--- src/rtl/reg_bank_16x8.sv ---
// Sixteen 8-bit registers with one write-back port, one increment/decrement port,
// synchronous clear and a per-register dirty bitmap; all outputs come straight from flops.
module reg_bank_16x8 #(
    parameter logic [7:0] RESET_VAL = 8'h00
) (
    input  logic        clk,
    input  logic        rst,
    input  logic        wr_en,
    input  logic [3:0]  wr_addr,
    input  logic [7:0]  wr_data,
    input  logic        step_en,
    input  logic        step_dir,
    input  logic [3:0]  step_addr,
    input  logic        clr_all,
    input  logic        dirty_clr,
    output logic [7:0]  r0,
    output logic [7:0]  r1,
    output logic [7:0]  r2,
    output logic [7:0]  r3,
    output logic [7:0]  r4,
    output logic [7:0]  r5,
    output logic [7:0]  r6,
    output logic [7:0]  r7,
    output logic [7:0]  r8,
    output logic [7:0]  r9,
    output logic [7:0]  r10,
    output logic [7:0]  r11,
    output logic [7:0]  r12,
    output logic [7:0]  r13,
    output logic [7:0]  r14,
    output logic [7:0]  r15,
    output logic [15:0] dirty,
    output logic        step_wrap
);

    logic [15:0][7:0] regs_reg;
    logic [15:0][7:0] regs_next;
    logic [15:0]      dirty_reg;
    logic [15:0]      dirty_next;
    logic             wrap_reg;
    logic             wrap_next;

    // A step aimed at the register being written this cycle is dropped.
    logic       step_go;
    logic [7:0] step_val;

    assign step_go  = step_en && !(wr_en && (wr_addr == step_addr));
    assign step_val = regs_reg[step_addr];

    always_comb begin
        wrap_next = 1'b0;
        if (!clr_all && step_go) begin
            wrap_next = step_dir ? (step_val == 8'hFF) : (step_val == 8'h00);
        end
    end

    genvar gi;
    generate
        for (gi = 0; gi < 16; gi++) begin : g_reg
            logic wr_hit;
            logic step_hit;

            assign wr_hit   = wr_en && (wr_addr == 4'(gi));
            assign step_hit = step_go && (step_addr == 4'(gi));

            always_comb begin
                regs_next[gi]  = regs_reg[gi];
                dirty_next[gi] = dirty_clr ? 1'b0 : dirty_reg[gi];
                if (clr_all) begin
                    regs_next[gi]  = RESET_VAL;
                    dirty_next[gi] = 1'b0;
                end else if (wr_hit) begin
                    regs_next[gi]  = wr_data;
                    dirty_next[gi] = 1'b1;
                end else if (step_hit) begin
                    regs_next[gi]  = step_dir ? regs_reg[gi] + 8'd1 : regs_reg[gi] - 8'd1;
                    dirty_next[gi] = 1'b1;
                end
            end
        end
    endgenerate

    always_ff @(posedge clk or posedge rst) begin
        if (rst) begin
            for (int i = 0; i < 16; i++) begin
                regs_reg[i] <= RESET_VAL;
            end
            dirty_reg <= 16'h0000;
            wrap_reg  <= 1'b0;
        end else begin
            regs_reg  <= regs_next;
            dirty_reg <= dirty_next;
            wrap_reg  <= wrap_next;
        end
    end

    assign r0        = regs_reg[0];
    assign r1        = regs_reg[1];
    assign r2        = regs_reg[2];
    assign r3        = regs_reg[3];
    assign r4        = regs_reg[4];
    assign r5        = regs_reg[5];
    assign r6        = regs_reg[6];
    assign r7        = regs_reg[7];
    assign r8        = regs_reg[8];
    assign r9        = regs_reg[9];
    assign r10       = regs_reg[10];
    assign r11       = regs_reg[11];
    assign r12       = regs_reg[12];
    assign r13       = regs_reg[13];
    assign r14       = regs_reg[14];
    assign r15       = regs_reg[15];
    assign dirty     = dirty_reg;
    assign step_wrap = wrap_reg;

endmodule
--- config.mk ---
export PLATFORM = sky130hd
export DESIGN_NAME = reg_bank_16x8
export DESIGN_NICKNAME = d
export VERILOG_FILES = /design/src/rtl/reg_bank_16x8.sv
export SDC_FILE = /design/constraint.sdc
export NUM_CORES = 1
export LEC_CHECK = 0
export BUFFER_PORTS_ARGS = -buffer_cell sky130_fd_sc_hd__buf_2
export CAP_MARGIN = 40
export CORE_ASPECT_RATIO = 1.25
export CORE_MARGIN = 3
export CORE_UTILIZATION = 29
export DETAILED_ROUTE_END_ITERATION = 8
export HOLD_SLACK_MARGIN = 0.08
export PLACE_DENSITY = 0.5
export SETUP_SLACK_MARGIN = 0.5
export SLEW_MARGIN = 20
export SYNTH_ARGS = -nofsm -noshare
export SYNTH_HDL_FRONTEND = slang
export SYNTH_SLANG_ARGS = --single-unit
--- constraint.sdc ---
create_clock -name clk -period 8.5 [get_ports clk]
set_clock_uncertainty 0.1 [all_clocks]
set_input_delay 0.425 -clock clk [delete_from_list [all_inputs] [get_ports clk]]
set_output_delay 0.425 -clock clk [all_outputs]
set_load 0.02 [all_outputs]
-- Word-level counts from Yosys, hierarchy flattened
Index checks and enable logic that the tools add are counted.
- output and inout bits: 145
- bits in registers: 145
- input bits: 23
- reduce and logical (&&, ||, !) cells: 72
- add/sub/neg operators: 32
- equal/unequal tests: 32
- mux-type cells: 117
- magnitude comparators: 1
- operators by type and width (operator ; number):
    8-bit 2-to-1 mux ; 65
    8-bit by 1-bit adder with 8-bit output, second input constant ; 16
    8-bit by 1-bit subtractor with 8-bit output, second input constant ; 16
    4-bit equality test, second input constant ; 16
    4-bit nonzero test ; 16
    1-bit 2-to-1 mux ; 51
    3-bit nonzero test ; 16
    1-bit logical AND ; 35
    8-bit binary-select mux with 4-bit select ; 1
    4-bit by 3-bit equality test with 1-bit output, second input constant ; 8
    4-bit by 2-bit equality test with 1-bit output, second input constant ; 4
    4-bit by 1-bit equality test with 1-bit output, second input constant ; 2
    8-bit equality test, second input constant ; 1
    4-bit zero test ; 2
    8-bit zero test ; 1
    4-bit by 5-bit < comparator with 1-bit output, second input constant ; 1
    4-bit equality test ; 1
    1-bit zero test ; 2

-- Longest topological paths before layout
- depth in word-level cells: 8
- gate-level depth with buffers: 10

-- Worst setup path before layout
Ideal clock, no wire load.
- path kind: input to register
- start point: input port step_dir
- end point: register regs_reg (netlist bit r7[7])
- required time: 8301 ps
- path slack: 4634 ps
- arrival time: 3667 ps
- library setup time: 99 ps
- cell stages on the path: 10
- cells stage by stage: inv_2 buf_2 ha_1 a21oi_1 o211ai_1 a2111oi_0 nor3_1 xnor2_1 or3_1 a311oi_1
- longest elaborated chain between the ends: 4
- ends and longest elaborated chain (item ; RTL line ; RTL):
    start, declared ; 12 ; input logic step_dir,
    8-bit 2-to-1 mux ; 76 ; regs_next[gi] = step_dir ? regs_reg[gi] + 8'd1 : regs_reg[gi] - 8'd1;
    8-bit 2-to-1 mux ; 75 ; end else if (step_hit) begin
    8-bit 2-to-1 mux ; 72 ; end else if (wr_hit) begin
    8-bit 2-to-1 mux ; 69 ; if (clr_all) begin
    end signal, assigned ; 91 ; regs_reg <= regs_next;
    end, declared ; 36 ; logic [15:0][7:0] regs_reg;
Every way passes these cells. The select of a mux whose other input is x is not followed.
A chain may end at the register's enable or synchronous reset.

-- Final worst setup path
- start point: input port step_dir
- end point: register regs_reg (netlist bit r1[7])
Same word-level chain as after synthesis.

==> impl_summary.md <==
GRT
The initial antenna violation count came to 2. The largest net degree at the start of global routing is 58. The first global-routing pass estimated ~71000 um of wire. The via count of the first global-routing pass is between 10000 and 15000. For this run, the total global-route usage over all layers was measured as 20.5%. After global routing the overflow that remains totals 0.

Timing
The tightest hold path in the finished design has a slack of between 0.3 and 0.4 ns. For the pin with the worst max-slew slack, the measured transition is ~0.82 ns. Setup repair after global routing left no endpoint under its margin. The period utilization is about two fifths.

The final number of hold-violating endpoints is 0. Timing would allow up to 301 MHz. In this run the tightest slew margin relative to its limit is 45.0%. The routed design could run at a clock period as short as ~3.3 ns. The count of pins over their slew limit is 0. The summed negative setup slack over all endpoints is 0 ns. The total setup violations reported at the end of the flow is 0.

Synth
After technology mapping, the gate count stands at 1426. The biggest area consumer among synthesized cells is sky130_fd_sc_hd__dfrtp_1. After synthesis, the largest area contributor takes up 29.0% of total cell area. Dividing the synthesized area by the synthesized cell count gives 8.78 um2. The Yosys warning count is 0. Synthesis instantiated 59 different standard cells from the library. The number of synthesized flops with an enable pin is 0. After synthesis the cells add up to around 0.013 mm2. For this run, the register share of the synthesized area comes to between 20 and 30%. When the netlist entered floorplanning its net count stood at about 1600. After synthesis, the share of flip-flops with an asynchronous set or reset is between 90% and 100%.

In the synthesized netlist the dominant register cell turns out to be sky130_fd_sc_hd__dfrtp_1. The number of register bits inferred by synthesis is ~150. By area the synthesized netlist is led by sky130_fd_sc_hd__dfrtp_1 29%, sky130_fd_sc_hd__ha_1 9.6%, sky130_fd_sc_hd__nor2_1 5.8%, sky130_fd_sc_hd__mux4_2 5.4%, sky130_fd_sc_hd__a211oi_1 3.9%.

Critical path
The worst-path cell with the longest stage delay is sky130_fd_sc_hd__buf_4. The critical path goes through buf_2 > buf_4 > inv_4 > buf_4 > ha_1 > a21oi_1 > o21ai_1 > a2111oi_0 > nor3_1 > xnor2_1 > or3_1 > a311oi_1. Of all nets on the critical path, the largest fanout is 42. The endpoint identified for the worst register-to-register timing path is r11[7]$_DFFE_PP0P_. The kind of critical path is input pin to flop. In this design, the stage delay of the slowest critical-path cell is 0.52 ns. Together, buffers and inverters on the worst path number 4.

The cell depth of the worst flop-to-flop path is 8. The startpoint of the most critical register-to-register path is r11[1]$_DFFE_PP0P_. At the worst endpoint, the arrival time is 3.56 ns.

The startpoint type of the worst setup path is an input pin. Counting stages on the worst path, the most repeated cell is sky130_fd_sc_hd__buf_4. The endpoint required time on the critical path is between 8 and 9 ns. The most critical setup path has its endpoint at r1[7]$_DFFE_PP0P_. STA classifies the critical path endpoint as a flop. On the critical path the largest part of the delay comes from buffers and inverters.

In this run the register-to-register setup slack is approximately 5.8 ns. The number of stages on the worst setup path is 12. The launching element of the worst setup path is step_dir.

Cells and area
Cells with a size suffix above 1 make up between 10% and 20% of the layout. The top cell types in the final layout, fill and taps aside, are 193 x sky130_fd_sc_hd__nor2_1, 167 x sky130_fd_sc_hd__buf_2, 145 x sky130_fd_sc_hd__dfrtp_1, 96 x sky130_fd_sc_hd__ha_1. Cells fill approximately 34% of the core in the end. The number of flip-flops in the largest register is 16. The filler cells instantiated in the layout total around 4400. Leaving out fill and tap cells, the most frequent cell in the layout is sky130_fd_sc_hd__nor2_1. The area added between synthesis and finish is 15.0%.

The number of nets in the finished design is 1678.

Routing
The detailed router placed approximately 11000 vias in this run. Dividing the detail-routed wire length by the instance count gives roughly 22 um. The remaining number of nets flagged by the antenna check after routing is 0. For this block, the routed nets add up to 46800 um of wire. The first detailed-routing pass ran for 5 iterations. For this block, the initial DRC count from the detailed router was 735. Using the TritonRoute via totals, the vias-per-cell ratio works out to between 5 and 6. The final routed DRC violation total is 0.

Clocking
The number of sinks on the clock net is 145. The total CTS buffers is 17. The CTS clock-pin slew for the worst setup and hold paths is roughly 0.07 ns. The clock root buffer is sky130_fd_sc_hd__clkbuf_16.

The clock network latency to the later pin of the worst-skew pair is approximately 0.46 ns. The total setup buffers inserted after CTS is 0. Once the clock tree was built, the resizer swapped 0 gates to a different size. The clock passes through at most 2 buffers. TritonCTS built the clock tree. The maximum level of the CTS H-tree is 4.

Floorplanning
For this design the top-level I/O count stands at about 170. The floorplan step set the die width to between 150 and 200 um. The die covers about 0.046 mm2.

The die height is 238 um. The floorplan step defined a core boundary enclosing around 0.042 mm2. The floorplan has between 80 and 90 rows. The initial utilization of the core area, before any placement, comes to 29.6%.

Run
The total of max-cap violations is 0.

Placement
Routability-driven placement finished with a final weighted congestion of between 0.8 and 0.9. The placed wire-length estimate after detailed placement is between 30000 and 40000 um. The count of buffers from port buffering is between 150 and 200.

Worst hold path
The tightest min-delay check is of the input pin to flop type.

Pwr
The worst ir drop on vdd is 131 uV. Power spread over the standard cell area amounts to 134 mW/mm2. The analysis attributes to cell leakage a power of around 6.3 nW.

Run status
The flow ran to the end, and the final reports show no timing, DRC or antenna violations.
==> worst min path at each step <==
stage                          start                   to  cells past startpoint
after floorplan           wr_data[1]   r12[1]$_DFFE_PP0P_                      2
after global placement           rst    r0[6]$_DFFE_PP0P_                      2
after detailed placement         rst    r0[6]$_DFFE_PP0P_                      2
after CTS                    step_en  step_wrap$_DFF_PP0_                      5
after global routing      wr_data[1]    r6[1]$_DFFE_PP0P_                      3
final                     wr_data[1]   r11[1]$_DFFE_PP0P_                      3
==> metrics by stage <==
step | setup WS, ns | power [mW] | instances | area, um2
6_report | 5.18 | 1.94 | 2117 | 14400
5_1_grt | 4.82 | 2.02 | 2114 | 14400
4_1_cts | 5.16 | 1.96 | 2113 | 14400
3_5_place_dp | 4.69 | 1.16 | 2081 | 13800
3_3_place_gp | 4.16 | 1.15 | 2076 | 13700
2_1_floorplan | 4.08 | 1.03 | 1426 | 12500
==> tightest hold or removal path, stage by stage <==
cell and delay, ns:
sky130_fd_sc_hd__buf_2 0.26, sky130_fd_sc_hd__nand2_1 0.12, sky130_fd_sc_hd__a21oi_1 0.06
==> logic make-up after synthesis <==
family          Yosys count  share of synthesized area (%)
simple gates            500                           19.0
compound gates          405                           22.3
buf+inv                 155                           5.57
flops                   145                           29.0
fa+ha+maj               112                           12.1
xor+xnor                 68                           4.93
mux                      41                           7.05
==> power by group <==
group	switching [mW]	internal [mW]	total (mW)	leakage, nW
Sequential	0.0368	0.712	0.748	2.00
Clock	0.340	0.449	0.789	0.279
Combinational	0.253	0.146	0.398	3.99
==> routing by layer <==
metal | up-vias | GRT usage (%) | share of wire (%)
met5 | - | 0 | 0.066
met4 | 4 | 6.38 | 2.4
met3 | 65 | 3.61 | 5.4
met2 | 313 | 33.9 | 48
met1 | 5602 | 27.4 | 44
li1 | 5449 | - | -
==> cells in the mapped netlist, drive strengths merged (32+ instances only) <==
cell / n
a211oi: 65
a21oi: 79
a311oi: 36
buf: 37
clkbuf: 46
dfrtp: 145
ha: 96
inv: 72
mux4: 36
nand2: 92
nor2: 195
nor2b: 36
nor3: 91
o21a: 32
o21ai: 103
xnor2: 52
==> final cells by class <==
| cell class | instances | area (um2) | area share [%] |
|---|---|---|---|
| antenna | 3 | 7.51 | 0.0521 |
| sequential | 145 | 3630 | 25.2 |
| clock buffer | 20 | 457 | 3.17 |
| timing repair buffer | 181 | 1000 | 6.97 |
| multi-input combinational | 1126 | 8200 | 56.9 |
| tap | 559 | 699 | 4.86 |
| inverter | 72 | 278 | 1.93 |
| clock inverter | 11 | 131 | 0.912 |
==> timing repair <==
item	4_1_cts	5_1_grt
setup endpoints to repair	0	0
hold buffers	1	0
endpoints found under the hold margin	45	0
No activity file was read; power rests on OpenSTA's default activity.
